**src/rtl/pipeline_hazard_ctrl.sv**
```systemverilog
// Pipeline hazard controller: load-use stalls, ID branch/jump flushes, multi-cycle MDU hold
// and debug halt/single-step. Define HAZARD_PERF_CNT_EN to add stall/flush performance counters.
module pipeline_hazard_ctrl #(
  parameter int MDU_LAT = 4
) (
  input  logic        clk,
  input  logic        rst_n,
  input  logic [4:0]  id_rs,
  input  logic [4:0]  id_rt,
  input  logic        id_uses_rt,
  input  logic        ex_mem_read,
  input  logic [4:0]  ex_rt,
  input  logic        id_branch_taken,
  input  logic        id_jump,
  input  logic        ex_mdu_start,
  input  logic        dbg_halt_req,
  input  logic        dbg_step,
  output logic        pc_write,
  output logic        ifid_write,
  output logic        idex_bubble,
  output logic        ifid_flush,
  output logic        ex_hold,
  output logic        halted,
  output logic [1:0]  fsm_state
`ifdef HAZARD_PERF_CNT_EN
  ,
  output logic [31:0] stall_cnt,
  output logic [31:0] flush_cnt
`endif
);

  typedef enum logic [1:0] {
    S_RUN      = 2'd0,
    S_MDU_BUSY = 2'd1,
    S_HALT     = 2'd2,
    S_STEP     = 2'd3
  } state_t;

  localparam logic [3:0] MDU_LOAD = 4'(MDU_LAT - 1);

  state_t     state_q, state_d;
  logic [3:0] cnt_q, cnt_d;
  logic       step_used_q, step_used_d;
  logic       load_use;
  logic       run_like;

  assign load_use = ex_mem_read && (ex_rt != 5'd0) &&
                    ((ex_rt == id_rs) || (id_uses_rt && (ex_rt == id_rt)));
  assign run_like = (state_q == S_RUN) || (state_q == S_STEP);
  assign fsm_state = state_q;

  // State register
  always_ff @(posedge clk or negedge rst_n) begin
    if (!rst_n) begin
      state_q     <= S_RUN;
      cnt_q       <= 4'd0;
      step_used_q <= 1'b0;
    end else begin
      state_q     <= state_d;
      cnt_q       <= cnt_d;
      step_used_q <= step_used_d;
    end
  end

  // Next-state logic. step_used blocks a held dbg_step from stepping twice;
  // it clears only once dbg_step has been seen low.
  always_comb begin
    state_d     = state_q;
    cnt_d       = cnt_q;
    step_used_d = step_used_q & dbg_step;
    case (state_q)
      S_RUN: begin
        if (ex_mdu_start) begin
          state_d = S_MDU_BUSY;
          cnt_d   = MDU_LOAD;
        end else if (dbg_halt_req && !load_use) begin
          state_d = S_HALT;
        end
      end
      S_MDU_BUSY: begin
        cnt_d = cnt_q - 4'd1;
        if (cnt_q <= 4'd1) begin
          cnt_d   = 4'd0;
          state_d = dbg_halt_req ? S_HALT : S_RUN;
        end
      end
      S_HALT: begin
        if (!dbg_halt_req) begin
          state_d = S_RUN;
        end else if (dbg_step && !step_used_q) begin
          state_d     = S_STEP;
          step_used_d = 1'b1;
        end
      end
      S_STEP: begin
        if (ex_mdu_start) begin
          state_d = S_MDU_BUSY;
          cnt_d   = MDU_LOAD;
        end else if (dbg_halt_req) begin
          state_d = S_HALT;
        end else begin
          state_d = S_RUN;
        end
      end
      default: begin
        state_d = S_RUN;
        cnt_d   = 4'd0;
      end
    endcase
  end

  // Outputs: RUN defaults while reset is held, otherwise decoded from state and inputs
  always_comb begin
    pc_write    = 1'b1;
    ifid_write  = 1'b1;
    idex_bubble = 1'b0;
    ifid_flush  = 1'b0;
    ex_hold     = 1'b0;
    halted      = 1'b0;
    if (rst_n) begin
      if (run_like) begin
        if (load_use) begin
          pc_write    = 1'b0;
          ifid_write  = 1'b0;
          idex_bubble = 1'b1;
        end else begin
          ifid_flush = id_branch_taken | id_jump;
        end
      end else if (state_q == S_MDU_BUSY) begin
        pc_write   = 1'b0;
        ifid_write = 1'b0;
        ex_hold    = 1'b1;
      end else begin
        pc_write    = 1'b0;
        ifid_write  = 1'b0;
        idex_bubble = 1'b1;
        halted      = 1'b1;
      end
    end
  end

`ifdef HAZARD_PERF_CNT_EN
  logic [31:0] stall_cnt_q, stall_cnt_d;
  logic [31:0] flush_cnt_q, flush_cnt_d;

  always_comb begin
    stall_cnt_d = stall_cnt_q;
    flush_cnt_d = flush_cnt_q;
    if (!pc_write && (state_q != S_HALT)) stall_cnt_d = stall_cnt_q + 32'd1;
    if (ifid_flush) flush_cnt_d = flush_cnt_q + 32'd1;
  end

  always_ff @(posedge clk or negedge rst_n) begin
    if (!rst_n) begin
      stall_cnt_q <= 32'd0;
      flush_cnt_q <= 32'd0;
    end else begin
      stall_cnt_q <= stall_cnt_d;
      flush_cnt_q <= flush_cnt_d;
    end
  end

  assign stall_cnt = stall_cnt_q;
  assign flush_cnt = flush_cnt_q;
`endif

endmodule

```
**config.mk**
```make
export PLATFORM = sky130hd
export DESIGN_NAME = pipeline_hazard_ctrl
export DESIGN_NICKNAME = d
export VERILOG_FILES = /design/src/rtl/pipeline_hazard_ctrl.sv
export SDC_FILE = /design/constraint.sdc
export NUM_CORES = 1
export LEC_CHECK = 0
export CAP_MARGIN = 20
export CORE_MARGIN = 2
export CORE_UTILIZATION = 44
export CTS_BUF_LIST = sky130_fd_sc_hd__clkbuf_2 sky130_fd_sc_hd__clkbuf_4 sky130_fd_sc_hd__clkbuf_8
export CTS_CLUSTER_SIZE = 16
export DETAILED_ROUTE_END_ITERATION = 16
export PLACE_DENSITY = 0.82
export SYNTH_ARGS = -nofsm -noshare
export SYNTH_HDL_FRONTEND = slang
export SYNTH_SLANG_ARGS = --single-unit
```
**constraint.sdc**
```tcl
create_clock -name clk -period 3.63 [get_ports clk]
set_clock_uncertainty 0.15 [all_clocks]
set_input_delay 1.089 -clock clk [delete_from_list [all_inputs] [get_ports clk]]
set_output_delay 1.089 -clock clk [all_outputs]
set_load 0.01 [all_outputs]
```
==> results of run 1 <==
-- cell families after synthesis --
kind of cell             after synthesis  share of synthesized area, %
buffers and inverters                  9                          4.90
XOR/XNOR                              10                          11.4
AO/OA/AOI/OAI                         31                          26.5
AND/OR/NAND/NOR                       27                          19.6
adder cells (fa/ha/maj)                9                          14.7
flip-flops                             7                          22.9
-- routing by layer --
metal | up-vias | part of all wire (%)
met5 | - | 0
met4 | 0 | 1.1
met3 | 3 | 6.1
met2 | 38 | 55
met1 | 389 | 38
li1 | 429 | -
-- cell usage after synthesis, drive strengths merged, types with 2 or more instances --
cell | instances | area (um2)
a21boi | 2 | 15.0
a21oi | 7 | 35.0
a31oi | 2 | 12.5
and2 | 4 | 25.0
clkbuf | 2 | 7.51
dfrtp | 7 | 175
ha | 9 | 113
inv | 6 | 22.5
nand2b | 2 | 12.5
nand3 | 2 | 10.0
nor2 | 7 | 26.3
nor3 | 5 | 25.0
o211a | 3 | 30.0
o21a | 3 | 22.5
o21ai | 9 | 45.0
or4 | 3 | 22.5
xor2 | 9 | 78.8
-- repair_timing --
action | CTS | global route
setup buffers | 5 | 1
setup endpoints to repair | 6 | 4
cloned | 0 | 0
resized for setup | 46 | 12
hold buffers | 0 | 0
pin swaps | 13 | 9
-- final cells by class --
class / count / area (um2) / share of cell area (%)
Clock buffer: 4 / 30.0 / 2.52
Inverter: 6 / 22.5 / 1.89
Multi-Input combinational cell: 77 / 584 / 49.1
Sequential cell: 7 / 175 / 14.7
Tap cell: 17 / 21.3 / 1.79
Timing Repair Buffer: 45 / 358 / 30.0
-- worst max-delay path by stage --
stage                 endpoint  cells after the start     start  slack, ns
CTS                 ifid_flush                      7  ex_rt[1]      0.008
floorplan             pc_write                      5  ex_rt[1]       0.08
detailed placement    pc_write                      6  ex_rt[2]      -0.72
global placement    ifid_flush                      6  ex_rt[2]      -0.68
global route          pc_write                      7  ex_rt[4]     0.0006
finish                pc_write                      7  ex_rt[4]       0.05
-- where the power goes --
| group | switching [mW] | internal (mW) |
|---|---|---|
| clock network | 0.0350 | 0.0498 |
| registers | 0.0290 | 0.100 |
| logic | 0.240 | 0.205 |
| total | 0.304 | 0.355 |
-- per-stage QoR --
step                utilization (%)  area, um2
global placement               67.6       1140
floorplan                         -        766
global route                   70.5       1190
CTS                            69.9       1180
detailed placement             67.6       1140
finish                         70.5       1190
-- state kept, by name (all words and copies together), names as in the netlist --
name / flops
step_used_q: 1
cnt_q: 4
fsm_state: 2
-- cell usage in the layout, fill, tap and decap left out, types with 2 or more instances in the layout --
cell type and instances:
sky130_fd_sc_hd__o21ai_0 7, sky130_fd_sc_hd__o211a_1 3, sky130_fd_sc_hd__and2_1 4, sky130_fd_sc_hd__xor2_1 9
sky130_fd_sc_hd__a31oi_1 2, sky130_fd_sc_hd__nand2b_1 2, sky130_fd_sc_hd__nor3_1 4, sky130_fd_sc_hd__a21oi_1 7
sky130_fd_sc_hd__inv_1 6, sky130_fd_sc_hd__clkbuf_4 4, sky130_fd_sc_hd__a21boi_0 2, sky130_fd_sc_hd__o21a_1 3
sky130_fd_sc_hd__dlygate4sd2_1 7, sky130_fd_sc_hd__buf_4 13, sky130_fd_sc_hd__or4_1 2, sky130_fd_sc_hd__ha_1 9
sky130_fd_sc_hd__buf_2 7, sky130_fd_sc_hd__nand3_1 2, sky130_fd_sc_hd__dfrtp_1 7, sky130_fd_sc_hd__nor2_1 6
sky130_fd_sc_hd__clkbuf_2 4, sky130_fd_sc_hd__clkdlybuf4s50_1 11
==> parameters.txt, run 1 <==
Parameter                              Value

Outcome
  Outcome    finished clean

Route
  Remaining routing DRC violations    0
  Average vias per placed instance    between 5 and 6
  Vias after detailed routing    between 800 and 900
  Detail Route Antenna Nets    0
  Final routed wire length divided by cell count    14.1 um
  First-pass iteration count of the detailed router    5
  Wire length after detailed routing    ~2.2 mm
  Iteration-0 DRC count of the detailed router    20

Hold path
  Hold_sp    step_used_q$_DFF_PN0_
  Worst min-delay path class    register to register
  Endpoint of the worst hold-timing path    step_used_q$_DFF_PN0_
  Hold path cells    1

Clocking
  Num CTS Buffers    3
  CTS tree    yes
  Clock transition time at the flip-flop clock pins of the worst setup and hold paths    about 0.050 ns
  H-tree levels    1
  Clock insertion delay at the later pin of the skew report    0.27 ns
  Clock buffer depth    2
  Count of clock tree sinks    7
  Clock root cell    sky130_fd_sc_hd__clkbuf_4

Global routing
  Largest net degree at the start of global routing    15
  Global-route wire length before repair    3.42 mm
  Number of antenna violations at the first check in global routing    0
  Global Route met1 Usage    22.9%
  Aggregate global-route resource usage    23.4%
  Most used routing layer in global routing    met2
  Met2 global-route usage    around 46%
  Met3 Usage GRT    under 10%
  Number of global-route vias before repair    about 840
  Grt ovf    0

Worst setup path
  Crit Path Class    primary input to output pin
  Source of the worst register-to-register timing path    fsm_state[1]$_DFFE_PN0P_
  Crit path max-delay family    simple AND/OR/NAND/NOR gates
  Worst path arrival time    around 2.3 ns
  Reg-to-reg critical path endpoint    fsm_state[1]$_DFFE_PN0P_
  Nature of the critical path startpoint    primary input
  Most used cell, CP    sky130_fd_sc_hd__buf_2
  Element type at the critical path end    output pin
  Critical Path Slowest Stage Cell    sky130_fd_sc_hd__or4_4
  Minimum setup slack among reg-to-reg paths    approximately 1.7 ns
  Data required time of the worst path    ~2.4 ns
  Cell-by-cell listing of the critical path    buf_2 > or4_4 > o21ai_4 > buf_6 > nor2_4 > o21ai_2 > buf_2
  Buffers and inverters on the worst path    3
  Top fanout value on the critical path    3
  Cells on worst reg2reg path    7
  Worst stage delay on the critical path    0.54 ns

Floorplanning
  Core Footprint    1690 um2
  Die height    45.7 um
  Starting Density    45.3%
  DIE WIDTH    around 46 um
  Top-Level Pins    32
  Number of placement rows    15
  Area of the die    between 2000 and 2500 um2

Timing
  Max Fclk    279 MHz
  Slew margin rel.    a little under three fifths
  Number of max-slew violations in the final report    0
  Portion of the clock cycle consumed by the worst path in the final layout    between 90% and 100%
  Actual transition at the worst max-transition pin    about 0.63 ns
  Worst path setup slack after routing    just under 0.05 ns
  Setup repair after global routing missed its margin    false
  Total Negative Setup Slacks    0 ns
  Final number of setup-violating endpoints    0
  Final min period    3.58 ns
  Final Hold Violating Endpoints    0
  Final worst hold slack    approximately 0.34 ns

Logic synthesis
  Cell area after synthesis    766 um2
  Average cell area after synthesis    slightly above 8 um2
  Post-synthesis instance total    between 90 and 100
  Share of synthesized registers carrying an async set or reset    100%
  Fraction of the yosys area taken by sequential cells    22.9%
  Synth warn    0
  Count of flip-flops with a built-in enable after synthesis    0
  Main synth FF type    sky130_fd_sc_hd__dfrtp_1
  Flip-flop and latch count after synthesis    7
  Mapped Nets    about 130
  Unique masters post-synth    28

Finish
  Layout cells sized above 1    25.2%
  Ant diodes    0
  Net total in the final layout    about 170
  Non-filler cells, final    156
  Number of fillers in the final layout    roughly 140
  Area delta synth->final    55.6%

Placed design
  Placed cell count    ~150
  Quantity of I/O buffers inserted on ports    31
  Final Wtd Congestion    around 0.86
  DP Wirelength    1.62 mm
  Placement-stage worst setup slack    -0.719 ns

Power
  Peak supply drop    ~0.00024 V
  Total power density per cell area    around 550 nW/um2
  Pwr Total    0.660 mW
  Standby leakage power    a little under 0.6 nW

Run
  Max capacitance violation total    0
Note: power is estimated with default switching activity, not from simulation.
==> inputs of run 2 (changes only) <==
--- a/config.mk
+++ b/config.mk
@@ -13,2 +13,3 @@
 export DETAILED_ROUTE_END_ITERATION = 16
+export MAX_ROUTING_LAYER = met4
 export PLACE_DENSITY = 0.82
--- a/constraint.sdc
+++ b/constraint.sdc
@@ -4,2 +4,2 @@
 set_output_delay 1.089 -clock clk [all_outputs]
-set_load 0.01 [all_outputs]
+set_load 0.005 [all_outputs]
==> parameters.txt, run 2 (synthesized netlist as in run 1, its figures left out) <==
Parameter                              Value

Finish
  Area used by multi-input combinational logic    617 um2 (was 584 um2)
  Reg with most FFs    cnt_q (unchanged)
  Final standard cell utilization of the core    71.0% (was 70.5%)
  Max reg flops    4 (unchanged)
  Ant diodes    0 (unchanged)
  Most frequent standard cell in the layout excluding fill and tap cells    sky130_fd_sc_hd__clkdlybuf4s50_1 (was sky130_fd_sc_hd__buf_4)
  Net total in the final layout    167 (was 173)
  Register Area    175 um2 (unchanged)
  Final design area excluding fillers    1200 um2 (was 1190 um2)
  Layout cells sized above 1    26.3% (was 25.2%)
  Number of fillers in the final layout    143 (unchanged)
  Area delta synth->final    56.7% (was 55.6%)
  Top library cells by usage in the layout, fill and taps aside    sky130_fd_sc_hd__clkdlybuf4s50_1, sky130_fd_sc_hd__ha_1 (was sky130_fd_sc_hd__buf_4, sky130_fd_sc_hd__clkdlybuf4s50_1, sky130_fd_sc_hd__xor2_1, sky130_fd_sc_hd__ha_1)

Clocking
  Clock buffer depth    2 (unchanged)
  CTS tree    yes (unchanged)
  Number of buffers inserted for hold repair after clock tree synthesis    0 (unchanged)
  Clock transition time at the flip-flop clock pins of the worst setup and hold paths    0.05 ns (about the same)
  Num CTS Buffers    3 (unchanged)
  Clock root cell    sky130_fd_sc_hd__clkbuf_4 (unchanged)
  Clock insertion delay at the later pin of the skew report    0.26 ns (was 0.27 ns)
  Count of clock tree sinks    7 (unchanged)
  H-tree levels    1 (unchanged)

Worst setup path
  Critical Path Slowest Stage Cell    sky130_fd_sc_hd__or4_4 (unchanged)
  Most used cell, CP    sky130_fd_sc_hd__buf_6 (was sky130_fd_sc_hd__buf_2)
  Cell-by-cell listing of the critical path    buf_6 > or4_4 > o21ai_4 > buf_6 > nor3_2 > o21a_1 > buf_2 (was buf_2 > or4_4 > o21ai_4 > buf_6 > nor2_4 > o21ai_2 > buf_2)
  Buffers and inverters on the worst path    3 (unchanged)
  Crit Path Class    primary input to output pin (unchanged)
  Crit path max-delay family    simple AND/OR/NAND/NOR gates (unchanged)
  Worst stage delay on the critical path    0.54 ns (about the same)
  Element type at the critical path end    output pin (unchanged)
  Nature of the critical path startpoint    primary input (unchanged)
  Data required time of the worst path    2.39 ns (about the same)
  Worst path arrival time    2.36 ns (was 2.34 ns)
  Top fanout value on the critical path    3 (unchanged)

Power
  Standby leakage power    0.575 nW (was 0.580 nW)
  Clk network pwr share    12.8% (was 12.9%)
  Peak supply drop    0.000299 V (was 0.000235 V)
  Share of total power in combinational logic    67.3% (was 67.6%)
  Share of total power consumed by net switching    45.5% (was 46.1%)
  Sequential cell fraction of total power    19.9% (was 19.6%)
  Switching power summed over all nets    0.294 mW (was 0.304 mW)
  Total power density per cell area    539 nW/um2 (was 554 nW/um2)
  Internal power    0.352 mW (was 0.355 mW)

Route
  Wire length after detailed routing    2.18 mm (was 2.20 mm)
  Average vias per placed instance    5.55 (was 5.51)
  Final routed wire length divided by cell count    14.5 um (was 14.1 um)
  Remaining routing DRC violations    0 (unchanged)
  Iteration-0 DRC count of the detailed router    15 (was 20)
  Vias after detailed routing    832 (was 859)
  Detail Route Antenna Nets    0 (unchanged)
  First-pass iteration count of the detailed router    4 (was 5)

Floorplanning
  Number of placement rows    15 (unchanged)
  Starting Density    45.3% (unchanged)
  Top-Level Pins    32 (unchanged)
  Die height    45.7 um (unchanged)
  Core Footprint    1690 um2 (unchanged)
  Area of the die    2090 um2 (unchanged)
  DIE WIDTH    45.7 um (unchanged)

Placed design
  DP Wirelength    1.65 mm (was 1.62 mm)
  Dpl cell area    1130 um2 (was 1140 um2)
  Final Wtd Congestion    0.788 (was 0.860)
  Quantity of I/O buffers inserted on ports    31 (unchanged)

Timing
  Final min period    3.60 ns (was 3.58 ns)
  Portion of the clock cycle consumed by the worst path in the final layout    99.2% (was 98.6%)
  Actual transition at the worst max-transition pin    0.557 ns (was 0.634 ns)
  Number of max-slew violations in the final report    0 (unchanged)
  Final worst hold slack    0.335 ns (was 0.338 ns)
  Slew margin rel.    62.6% (was 57.3%)
  Max Fclk    278 MHz (was 279 MHz)
  Final Hold Violating Endpoints    0 (unchanged)
  Final number of setup-violating endpoints    0 (unchanged)

Run
  Max capacitance violation total    0 (unchanged)

Global routing
  Largest net degree at the start of global routing    15 (unchanged)
  Grt ovf    0 (unchanged)
  Global-route wire length before repair    3.24 mm (was 3.42 mm)
  Number of global-route vias before repair    807 (was 842)
  Aggregate global-route resource usage    22.5% (was 23.4%)
  Number of antenna violations at the first check in global routing    0 (unchanged)

Outcome
  Outcome    finished clean (unchanged)

Hold path
  Worst min-delay path class    register to register (unchanged)
## run 2: final cells by class
| cell class | count | area share, % |
|---|---|---|
| Multi-Input combinational cell | 77 | 51.4 |
| Timing Repair Buffer | 39 | 27.8 |
| Sequential cell | 7 | 14.6 |
| Clock buffer | 4 | 2.50 |
| Inverter | 6 | 1.88 |
| Tap cell | 17 | 1.77 |
## run 2: final timing paths
kind	startpoint	to	slack, ns	depth (start not counted)
setup / recovery	ex_rt[1]	idex_bubble	0.03	7
hold / removal	step_used_q$_DFF_PN0_	step_used_q$_DFF_PN0_	0.34	1
setup reg to reg	cnt_q[0]$_DFFE_PN0P_	fsm_state[0]$_DFFE_PN0P_	1.69	7
hold reg to reg	step_used_q$_DFF_PN0_	step_used_q$_DFF_PN0_	0.34	1
max in group asynchronous	rst_n	fsm_state[1]$_DFFE_PN0P_	2.33	3
min in group asynchronous	rst_n	cnt_q[2]$_DFFE_PN0P_	0.90	3
## run 2: what timing repair did
action | in CTS | in global routing
pin swaps | 11 | 12
setup endpoints to repair | 5 | 4
buffers inserted | 2 | 0
gates resized for setup | 52 | 22
gates cloned | 0 | 0
## run 2: per-stage QoR
step	setup TNS [ns]	setup slack (ns)	std cells	power (mW)
floorplan	0	0.0173	93	0.403
global placement	-2.77	-0.704	144	0.541
detailed placement	-3.07	-0.804	144	0.567
CTS	0	0.00114	150	0.636
global route	-0.0325	-0.0325	150	0.704
finish	0	0.0306	150	0.647
## run 2: metal layers
metal | part of all wire [%] | GRT usage [%] | vias to the layer above
met5 | 0 | - | -
met4 | 1.3 | 8.57 | 0
met3 | 5.1 | 3.57 | 3
met2 | 56 | 41.4 | 36
met1 | 38 | 23.8 | 381
li1 | - | - | 412
## run 2: power by group through the flow
stage | logic (mW) | clock network [mW] | registers, mW
2_1_floorplan | 0.279 | 0 | 0.124
3_3_place_gp | 0.412 | 0 | 0.129
3_5_place_dp | 0.437 | 0 | 0.130
4_1_cts | 0.423 | 0.0844 | 0.129
5_1_grt | 0.486 | 0.0862 | 0.132
6_report | 0.435 | 0.0825 | 0.129
==> inputs of run 3 (changes only) <==
Settings changed: ABC_CLOCK_PERIOD_IN_PS set to 3630.
==> results of run 3 <==
The final DEF is identical to that of run 2; final timing and power are the same.
